==> src/rtl/shake_squeeze_pkg.sv <==
// Shared types and constants for the SHAKE squeeze stage that follows the
// Keccak-f[1600] core.
package shake_pkg;

    localparam int STATE_W             = 1600;
    localparam int LANE_W              = 64;
    localparam int SHAKE128_RATE_LANES = 21;
    localparam int SHAKE256_RATE_LANES = 17;

    typedef logic [LANE_W-1:0] lane_t;

    typedef enum logic [1:0] {
        IDLE,
        WAIT_PERM,
        EMIT,
        REQ
    } sqz_state_e;

endpackage

==> src/rtl/shake_squeeze_if.sv <==
// Output word stream of the squeeze stage: one 64-bit lane per valid/ready
// handshake, with word_last marking the final word of a session.
interface shake_squeeze_if;
    import shake_pkg::*;

    lane_t word_out;
    logic  word_valid;
    logic  word_ready;
    logic  word_last;

    modport master (output word_out, word_valid, word_last, input word_ready);
    modport slave  (input word_out, word_valid, word_last, output word_ready);
endinterface

==> src/rtl/shake_squeeze.sv <==
// Captures the rate lanes of each permutation and streams them out until
// out_len words are delivered. Define SHAKE_SQZ_PREFETCH_EN for ping-pong prefetch.
module shake_squeeze
    import shake_pkg::*;
#(
    parameter int RATE_LANES = SHAKE128_RATE_LANES,
    parameter int LEN_W      = 16
) (
    input  logic               clk,
    input  logic               rst,
    input  logic               start,
    input  logic [LEN_W-1:0]   out_len,
    input  logic               perm_valid,
    input  logic [STATE_W-1:0] perm_state,
    output logic               perm_req,
    output logic               busy,
    output logic               done,
    shake_squeeze_if.master    sq
);

    localparam int               IDX_W    = $clog2(RATE_LANES);
    localparam logic [IDX_W-1:0] LAST_IDX = IDX_W'(RATE_LANES - 1);
    localparam logic [LEN_W-1:0] RATE_LEN = LEN_W'(RATE_LANES);

    sqz_state_e       state;
    logic [LEN_W-1:0] remaining;
    logic [IDX_W-1:0] lane_idx;
    logic             word_valid_q;
    logic             perm_valid_q;
    logic             valid_rise;
    logic             capture;
    logic             handshake;

    // Capacity lanes never leave the core; folded here only to mark them consumed.
    logic unused_capacity;
    assign unused_capacity = ^perm_state[STATE_W-1:RATE_LANES*LANE_W];

    assign valid_rise = perm_valid && !perm_valid_q;
    assign handshake  = word_valid_q && sq.word_ready;

    assign sq.word_valid = word_valid_q;
    assign sq.word_last  = word_valid_q && (remaining == LEN_W'(1));
    assign busy          = (state != IDLE);

`ifdef SHAKE_SQZ_PREFETCH_EN
    logic             rd_sel;
    logic             wr_sel;
    logic [1:0]       full;
    logic             outstanding;
    logic             req_due;
    logic [LEN_W-1:0] uncaptured;

    assign capture = outstanding && valid_rise;

    for (genvar b = 0; b < 2; b++) begin : g_bank
        lane_t lanes_q [RATE_LANES];
        always_ff @(posedge clk or posedge rst) begin
            if (rst) begin
                for (int i = 0; i < RATE_LANES; i++) lanes_q[i] <= '0;
            end else if (capture && (wr_sel == 1'(b))) begin
                for (int i = 0; i < RATE_LANES; i++) lanes_q[i] <= perm_state[i*LANE_W +: LANE_W];
            end
        end
    end

    assign sq.word_out = rd_sel ? g_bank[1].lanes_q[lane_idx] : g_bank[0].lanes_q[lane_idx];
`else
    lane_t lanes_q [RATE_LANES];

    assign capture = (state == WAIT_PERM) && valid_rise;

    // NOTE: the buffer is a register file, not a RAM, so it can take the async reset.
    always_ff @(posedge clk or posedge rst) begin
        if (rst) begin
            for (int i = 0; i < RATE_LANES; i++) lanes_q[i] <= '0;
        end else if (capture) begin
            for (int i = 0; i < RATE_LANES; i++) lanes_q[i] <= perm_state[i*LANE_W +: LANE_W];
        end
    end

    assign sq.word_out = lanes_q[lane_idx];
`endif

    always_ff @(posedge clk or posedge rst) begin
        if (rst) begin
            state        <= IDLE;
            remaining    <= '0;
            lane_idx     <= '0;
            word_valid_q <= 1'b0;
            perm_req     <= 1'b0;
            done         <= 1'b0;
            perm_valid_q <= 1'b0;
`ifdef SHAKE_SQZ_PREFETCH_EN
            rd_sel       <= 1'b0;
            wr_sel       <= 1'b0;
            full         <= '0;
            outstanding  <= 1'b0;
            req_due      <= 1'b0;
            uncaptured   <= '0;
`endif
        end else begin
            perm_valid_q <= perm_valid;
            // NOTE: pulse outputs default low each cycle; later assignments win.
            done         <= 1'b0;
            perm_req     <= 1'b0;
`ifdef SHAKE_SQZ_PREFETCH_EN
            if (capture) begin
                full[wr_sel] <= 1'b1;
                wr_sel       <= ~wr_sel;
                outstanding  <= 1'b0;
                if (uncaptured > RATE_LEN) begin
                    uncaptured <= uncaptured - RATE_LEN;
                    req_due    <= 1'b1;
                end else begin
                    uncaptured <= '0;
                end
            end
            // Only ask for another block once a bank is free to receive it.
            if (req_due && !outstanding && (full != 2'b11)) begin
                perm_req    <= 1'b1;
                outstanding <= 1'b1;
                req_due     <= 1'b0;
            end
`endif
            case (state)
                IDLE: begin
                    if (start) begin
                        remaining <= out_len;
                        lane_idx  <= '0;
                        if (out_len == '0) begin
                            done <= 1'b1;
                        end else begin
                            state <= WAIT_PERM;
`ifdef SHAKE_SQZ_PREFETCH_EN
                            uncaptured  <= out_len;
                            outstanding <= 1'b1;
                            rd_sel      <= 1'b0;
                            wr_sel      <= 1'b0;
                            full        <= '0;
                            req_due     <= 1'b0;
`endif
                        end
                    end
                end
                WAIT_PERM: begin
`ifdef SHAKE_SQZ_PREFETCH_EN
                    if (capture || full[rd_sel]) begin
`else
                    if (capture) begin
`endif
                        state        <= EMIT;
                        lane_idx     <= '0;
                        word_valid_q <= 1'b1;
                    end
                end
                EMIT: begin
                    if (handshake) begin
                        remaining <= remaining - LEN_W'(1);
                        lane_idx  <= lane_idx + IDX_W'(1);
                        if (remaining == LEN_W'(1)) begin
                            state        <= IDLE;
                            word_valid_q <= 1'b0;
                            done         <= 1'b1;
`ifdef SHAKE_SQZ_PREFETCH_EN
                            full        <= '0;
                            req_due     <= 1'b0;
                            outstanding <= 1'b0;
`endif
                        end else if (lane_idx == LAST_IDX) begin
`ifdef SHAKE_SQZ_PREFETCH_EN
                            full[rd_sel] <= 1'b0;
                            rd_sel       <= ~rd_sel;
                            lane_idx     <= '0;
                            // A bank landing on this same edge counts as ready.
                            if (!(full[~rd_sel] || (capture && (wr_sel != rd_sel)))) begin
                                state        <= WAIT_PERM;
                                word_valid_q <= 1'b0;
                            end
`else
                            state        <= REQ;
                            word_valid_q <= 1'b0;
                            perm_req     <= 1'b1;
`endif
                        end
                    end
                end
                REQ:     state <= WAIT_PERM;
                default: state <= IDLE;
            endcase
        end
    end

endmodule

==> src/flat_wrapper.sv <==
// flat-port wrapper written by rule: the top's interface ports become plain ports
module shake_squeeze_flat import shake_pkg::*;
#(
    parameter int RATE_LANES = SHAKE128_RATE_LANES,
    parameter int LEN_W      = 16
)
  (clk, rst, start, out_len, perm_valid, perm_state, perm_req, busy, done, sq_word_out, sq_word_valid, sq_word_last, sq_word_ready);
  shake_squeeze_if sq_i ();
  input  logic clk;
  input  logic rst;
  input  logic start;
  input  logic [LEN_W-1:0] out_len;
  input  logic perm_valid;
  input  logic [STATE_W-1:0] perm_state;
  output logic perm_req;
  output logic busy;
  output logic done;
  output wire logic [$bits(sq_i.word_out)-1:0] sq_word_out;
  output wire logic [$bits(sq_i.word_valid)-1:0] sq_word_valid;
  output wire logic [$bits(sq_i.word_last)-1:0] sq_word_last;
  input wire logic [$bits(sq_i.word_ready)-1:0] sq_word_ready;
  assign sq_word_out = sq_i.word_out;
  assign sq_word_valid = sq_i.word_valid;
  assign sq_word_last = sq_i.word_last;
  assign sq_i.word_ready = sq_word_ready;
  shake_squeeze #(.RATE_LANES(RATE_LANES), .LEN_W(LEN_W)) u_core (.clk(clk), .rst(rst), .start(start), .out_len(out_len), .perm_valid(perm_valid), .perm_state(perm_state), .perm_req(perm_req), .busy(busy), .done(done), .sq(sq_i));
endmodule
==> config.mk <==
export PLATFORM = sky130hd
export DESIGN_NAME = shake_squeeze_flat
export DESIGN_NICKNAME = d
export VERILOG_FILES = /design/src/rtl/shake_squeeze_pkg.sv /design/src/rtl/shake_squeeze_if.sv /design/src/rtl/shake_squeeze.sv /design/src/flat_wrapper.sv
export SDC_FILE = /design/constraint.sdc
export NUM_CORES = 2
export LEC_CHECK = 0
export BUFFER_PORTS_ARGS = -buffer_cell sky130_fd_sc_hd__buf_2
export CAP_MARGIN = 20
export CORE_AREA = 5 5 660 662
export DETAILED_ROUTE_END_ITERATION = 7
export DIE_AREA = 0 0 665 667
export GPL_TIMING_DRIVEN = 0
export SYNTH_ARGS = -nofsm -noshare
export SYNTH_HDL_FRONTEND = slang
export SYNTH_SLANG_ARGS = --single-unit
==> constraint.sdc <==
create_clock -name clk -period 47 [get_ports clk]
set_input_delay 2.35 -clock clk [delete_from_list [all_inputs] [get_ports clk]]
set_output_delay 2.35 -clock clk [all_outputs]
set_load 0.02 [all_outputs]
Word level (Yosys, flattened, before mapping)
Index checks and enable logic that the tools add are counted.
{ "classes": {"addsub": 2, "reduce_logical": 15, "muxes": 31, "magnitude_cmp": 1, "bitwise_logic": 1, "eq_ne": 10} }
{ "ops": {"columns": ["op", "n"], "rows": [
  ["$bmux W64 S5", 1],
  ["$mux W64", 2],
  ["$mux W16", 2],
  ["$pmux W16 S2", 1],
  ["$eq A16 B1 Y1 const B", 1],
  ["$logic_not A16 Y1", 1],
  ["$sub A16 B1 Y16 const B", 1],
  ["$mux W5", 3],
  ["$pmux W5 S3", 1],
  ["$mux W1", 12],
  ["$mux W2", 6],
  ["$pmux W2 S4", 1],
  ["$reduce_and A4 Y1", 2],
  ["$ge A6 B6 Y1 const B", 1],
  ["$not A5 Y6", 1],
  ["$reduce_bool A2 Y1", 3],
  ["$add A5 B1 Y5 const B", 1],
  ["$eq A5 B5 Y1 const B", 1],
  ["$reduce_and A5 Y1", 1],
  ["$eq A2 B2 Y1 const B", 2],
  ["$logic_and A1 B1 Y1", 4],
  ["$ne A2 B1 Y1 const B", 2],
  ["$ne A2 B2 Y1 const B", 2],
  ["$pmux W1 S2", 2],
  ["6 further kinds", 6]
]} }
{ "word_totals": {"inputBits": 1621, "regBits": 1371, "output_inout_bits": 69, "word_cells": 88} }

Logic depth before layout (Yosys ltp)
{ "depth": {"word_depth": 5, "depth_mapped": 9, "depth_no_buf": 7} }

Least setup slack after synthesis
Ideal clock, no wire load.
{ "synth_path": {"path_type": "register -> output", "start": "register u_core.lane_idx[1]", "end": "output port sq_word_out[14]", "n_path_buf": 4, "required_time_ps": 44650, "path_stages_with_launch": 8, "setup_slack_ps": 42609, "arrival_time_ps": 2041, "path_cell_list": "dfrtp_1 > buf_2 > buf_2 > buf_2 > clkbuf_1 > mux4_2 > a22oi_1 > o221ai_1"} }
{ "synth_via": {"elab_chain_len": 4} }
{ "synth_rtl": {"columns": ["element", "line_no", "text"], "rows": [
  ["start, declared", "shake_squeeze.sv:27", "logic [IDX_W-1:0] lane_idx;"],
  ["start signal, assigned", "shake_squeeze.sv:159", "lane_idx <= lane_idx + IDX_W'(1);"],
  ["$not A5 Y6 (implied by the code)", "shake_squeeze.sv:81", "assign sq.word_out = lanes_q[lane_idx];"],
  ["$bmux W64 S5", "shake_squeeze.sv:81", null],
  ["$mux W64 (implied by the code) (2 in series)", "shake_squeeze.sv:81", null],
  ["end, declared", "flat_wrapper.sv:18", "output wire logic [$bits(sq_i.word_out)-1:0] sq_word_out;"]
]} }
No other way between the ends. The select of a mux whose other input is x is not followed.

Worst setup path after layout
{ "layout_path": {"start": "register u_core.lane_idx[1]", "end": "output port sq_word_out[16]"} }
Same word-level chain as after synthesis.

==> results.md <==
* Worst reg2reg path startpoint: u_core.state[1]$_DFFE_PP0P_
* Drt drc at 0
* Area delta synth->final at 36.8%
* Power per cell area at ~35 nW/um2
* Hold path start: u_core.lanes_q[55]$_DFFE_PP0P_
* Synth top area cells: dfrtp_1 56%, mux2_2 23%, mux4_2 9.3%
* R2r setup slk at between 40 and 50 ns
* Worst hold endpoint: u_core.lanes_q[55]$_DFFE_PP0P_
* Fmax at between 100 and 150 MHz
* Top cell type's share of synthesized area at 0.556
* Die H at ~670 um
* Largest fanout on the critical path at 10
* Pre-CTS WS at around 39 ns
* Vias in the first global route at approximately 49000
* Ys Warns at 0
* Die Span X at around 670 um
* Clk slew on worst S/H paths at 0.05 ns
* Gr usage total at 0.221
* Final Setup Violations at 0
* Final hold vios at 0
* Critical path class: register to primary output
* DRT Pass-1 Iters at 6
* FP Rows at ~240
* Critical Path RT at around 45 ns
* H-tree depth at 4
* Most frequent cell after synthesis: dfrtp_1
* CTS buffer count at about 180
* Synthesized area at 61700 um2
* Nets at ~7500
* Relative slew slack at 0.0790
* Max-Cap Viols at 0
* Hold WS at 0.501 ns
* Outcome: complete, no violations
* Worst Setup End Kind: primary output
* Layout cells sized above 1 at 0.594
* Initial antenna violation count at 610
* Hold Path Cell Cnt at 1
* I/O pin count at about 1700
* Syn Area/Cell at roughly 15 um2
* Initial core utilization at 0.144
* Leak Pwr at 37.1 nW
* Register bit total from synthesis at 1371
* Clk buf depth at 4
* Clock sinks at around 1400
* Resized cells post-CTS at 0
* Number of setup buffers added after CTS at 0
* Reg-to-Reg End: u_core.lanes_q[591]$_DFFE_PP0P_
* First-pass GRT wire length at between 600000 and 700000 um
* Crit share post-route at 0.182
* Sequential area share after synthesis at 0.556
* Critical Path Source Type: register
* Post-DR vias/cell at roughly 4.1
* Area of the multi-input gates at around 26000 um2
* Worst R2R Path Depth at 8
* ANT nets after route at 0
* Asr flop ratio synth at 1.00
* Grt total ovfl at 0
* Initial DRC Count at roughly 4700
* Final Worst Setup Slack at just under 40 ns
* Crit path time final at between 8 and 9 ns
* Slew Limit Fails at 0
* Netlist cell types at 52
* Area leader, netlist: dfrtp_1
* WL/cell at 41.9 um
* Commonest cells in the netlist: 1371 x dfrtp_1, 1287 x mux2_2, 256 x mux4_2, 252 x o21ai_0, 167 x buf_2
* CTS tree: built
* GP Congestion at 0.942
* Post-cts hold buffer count at 0
* Post-synth EDFFs at 0
* VDD IR max at between 20 and 30 uV
* Vias at 49800
* IO buf count at between 1000 and 1500
* Register Area at between 30000 and 40000 um2
* RSZ-0062 raised after global routing: false
* Post-DP HPWL at 435000 um
* Mapped Cells at 4155
* Net Count, Synth at 5783
* Post-synth top flop: dfrtp_1
* CTS root buffer: clkbuf_16
* Setup TNS at 0 ns
* Final Power at around 3.0 mW
* Pin count of the biggest net entering global routing at about 120
* Skew final at 0.120 ns
* DRT Wirelength at around 510000 um
* Die area at about 440000 um2
* Worst hold path type: register to register
* Fillers at approximately 47000
* Skew-Pair Late Insertion Delay at about 0.95 ns
* Core ar. at about 430000 um2
* Data arrival time of the critical path at 6.20 ns
* Worst-Margin Slew at between 1 and 1.5 ns
cell usage in the layout, fill, tap and decap left out, types with 6 or more instances in the layout:
cell        instances
bufinv_16          15
inv_6              11
diode_2           424
o21ai_1            16
buf_1              29
clkinvlp_4          9
buf_8              17
buf_12             14
nor3_1             70
ha_1                7
clkbuf_8           23
a21o_1              6
clkbuf_2           29
mux2i_2             6
buf_2            1611
o221ai_1           58
nor2_1             15
a21oi_1            69
inv_1              72
dfrtp_1          1371
mux4_2            256
buf_6              19
or3_1               7
nor4_1              7
nand2_1            84
mux2i_1           121
o22ai_1            13
a22oi_1            67
buf_16             20
nand3_1            13
o21ai_0           239
mux2_2           1287
clkbuf_1          121
clkbuf_16         178
clkinv_2           24
buf_4              13
worst max path at each step:
stage                                         from                         endpoint  slack, ns  cells past startpoint
floorplan                                      rst            u_core.done$_DFF_PP0_       6.00                      1
global placement                               rst  u_core.lanes_q[845]$_DFFE_PP0P_     -14.29                      2
detailed placement  u_core.lane_idx[1]$_DFFE_PP0P_                  sq_word_out[16]      38.88                      8
CTS                 u_core.lane_idx[1]$_DFFE_PP0P_                  sq_word_out[16]      37.93                      8
global route        u_core.lane_idx[1]$_DFFE_PP0P_                  sq_word_out[24]      38.23                      8
finish              u_core.lane_idx[1]$_DFFE_PP0P_                  sq_word_out[16]      38.45                      8
flip-flops by register name (all words and copies together) (netlist names):
signal / cells
u_core.done: 1
u_core.lane_idx: 5
u_core.lanes_q: 1344
u_core.perm_req: 1
u_core.perm_valid_q: 1
u_core.remaining: 16
u_core.sq.word_valid: 1
u_core.state: 2
power breakdown:
part / internal [mW] / switching (mW) / total (mW)
logic: 0.109 / 0.129 / 0.238
registers: 1.24 / 0.0485 / 1.29
clock network: 0.822 / 0.607 / 1.43
logic make-up (layout without fill, tap and decap cells):
kind of cell | after synthesis | after routing | share of synthesized area
mux | 1670 | 1670 | 0.349
flops | 1371 | 1371 | 0.556
compound gates | 501 | 501 | 0.0492
buf+inv | 390 | 2220 | 0.0274
simple gates | 216 | 216 | 0.0167
fa+ha+maj | 7 | 7 | 0.00142
other cells | 0 | 424 | 0
worst max-delay path: stages (launching register included):
cell and delay, ns:
dfrtp_1 0.34, buf_2 0.34, buf_2 0.79, buf_2 0.66
buf_2 0.89, mux4_2 0.41, a22oi_1 0.91, o221ai_1 0.55
buf_2 0.37
through the flow:
stage               utilization  cells  area, um2
global route              0.196  12000      84000
detailed placement        0.180  11400      77400
CTS                       0.194  11700      83300
finish                    0.197  12100      84400
global placement          0.177  11300      76000
floorplan                     -   4155      61700
per-layer routing:
metal | vias up | wire (um) | track usage
li1 | 19500 | - | -
met1 | 25700 | 187000 | 0.246
met2 | 3138 | 233000 | 0.353
met3 | 1227 | 48800 | 0.0862
met4 | 278 | 37000 | 0.138
met5 | - | 1780 | 0
area by class of cell:
class / instances / area share
Tap cell: 5710 / 0.0847
Multi-Input combinational cell: 2394 / 0.305
Clock buffer: 245 / 0.0585
Timing Repair Buffer: 1515 / 0.101
Inverter: 75 / 0.00342
Buffer: 315 / 0.0173
Clock inverter: 70 / 0.0109
Antenna cell: 424 / 0.0126
Sequential cell: 1371 / 0.407
Note: power is estimated with default switching activity, not from simulation.
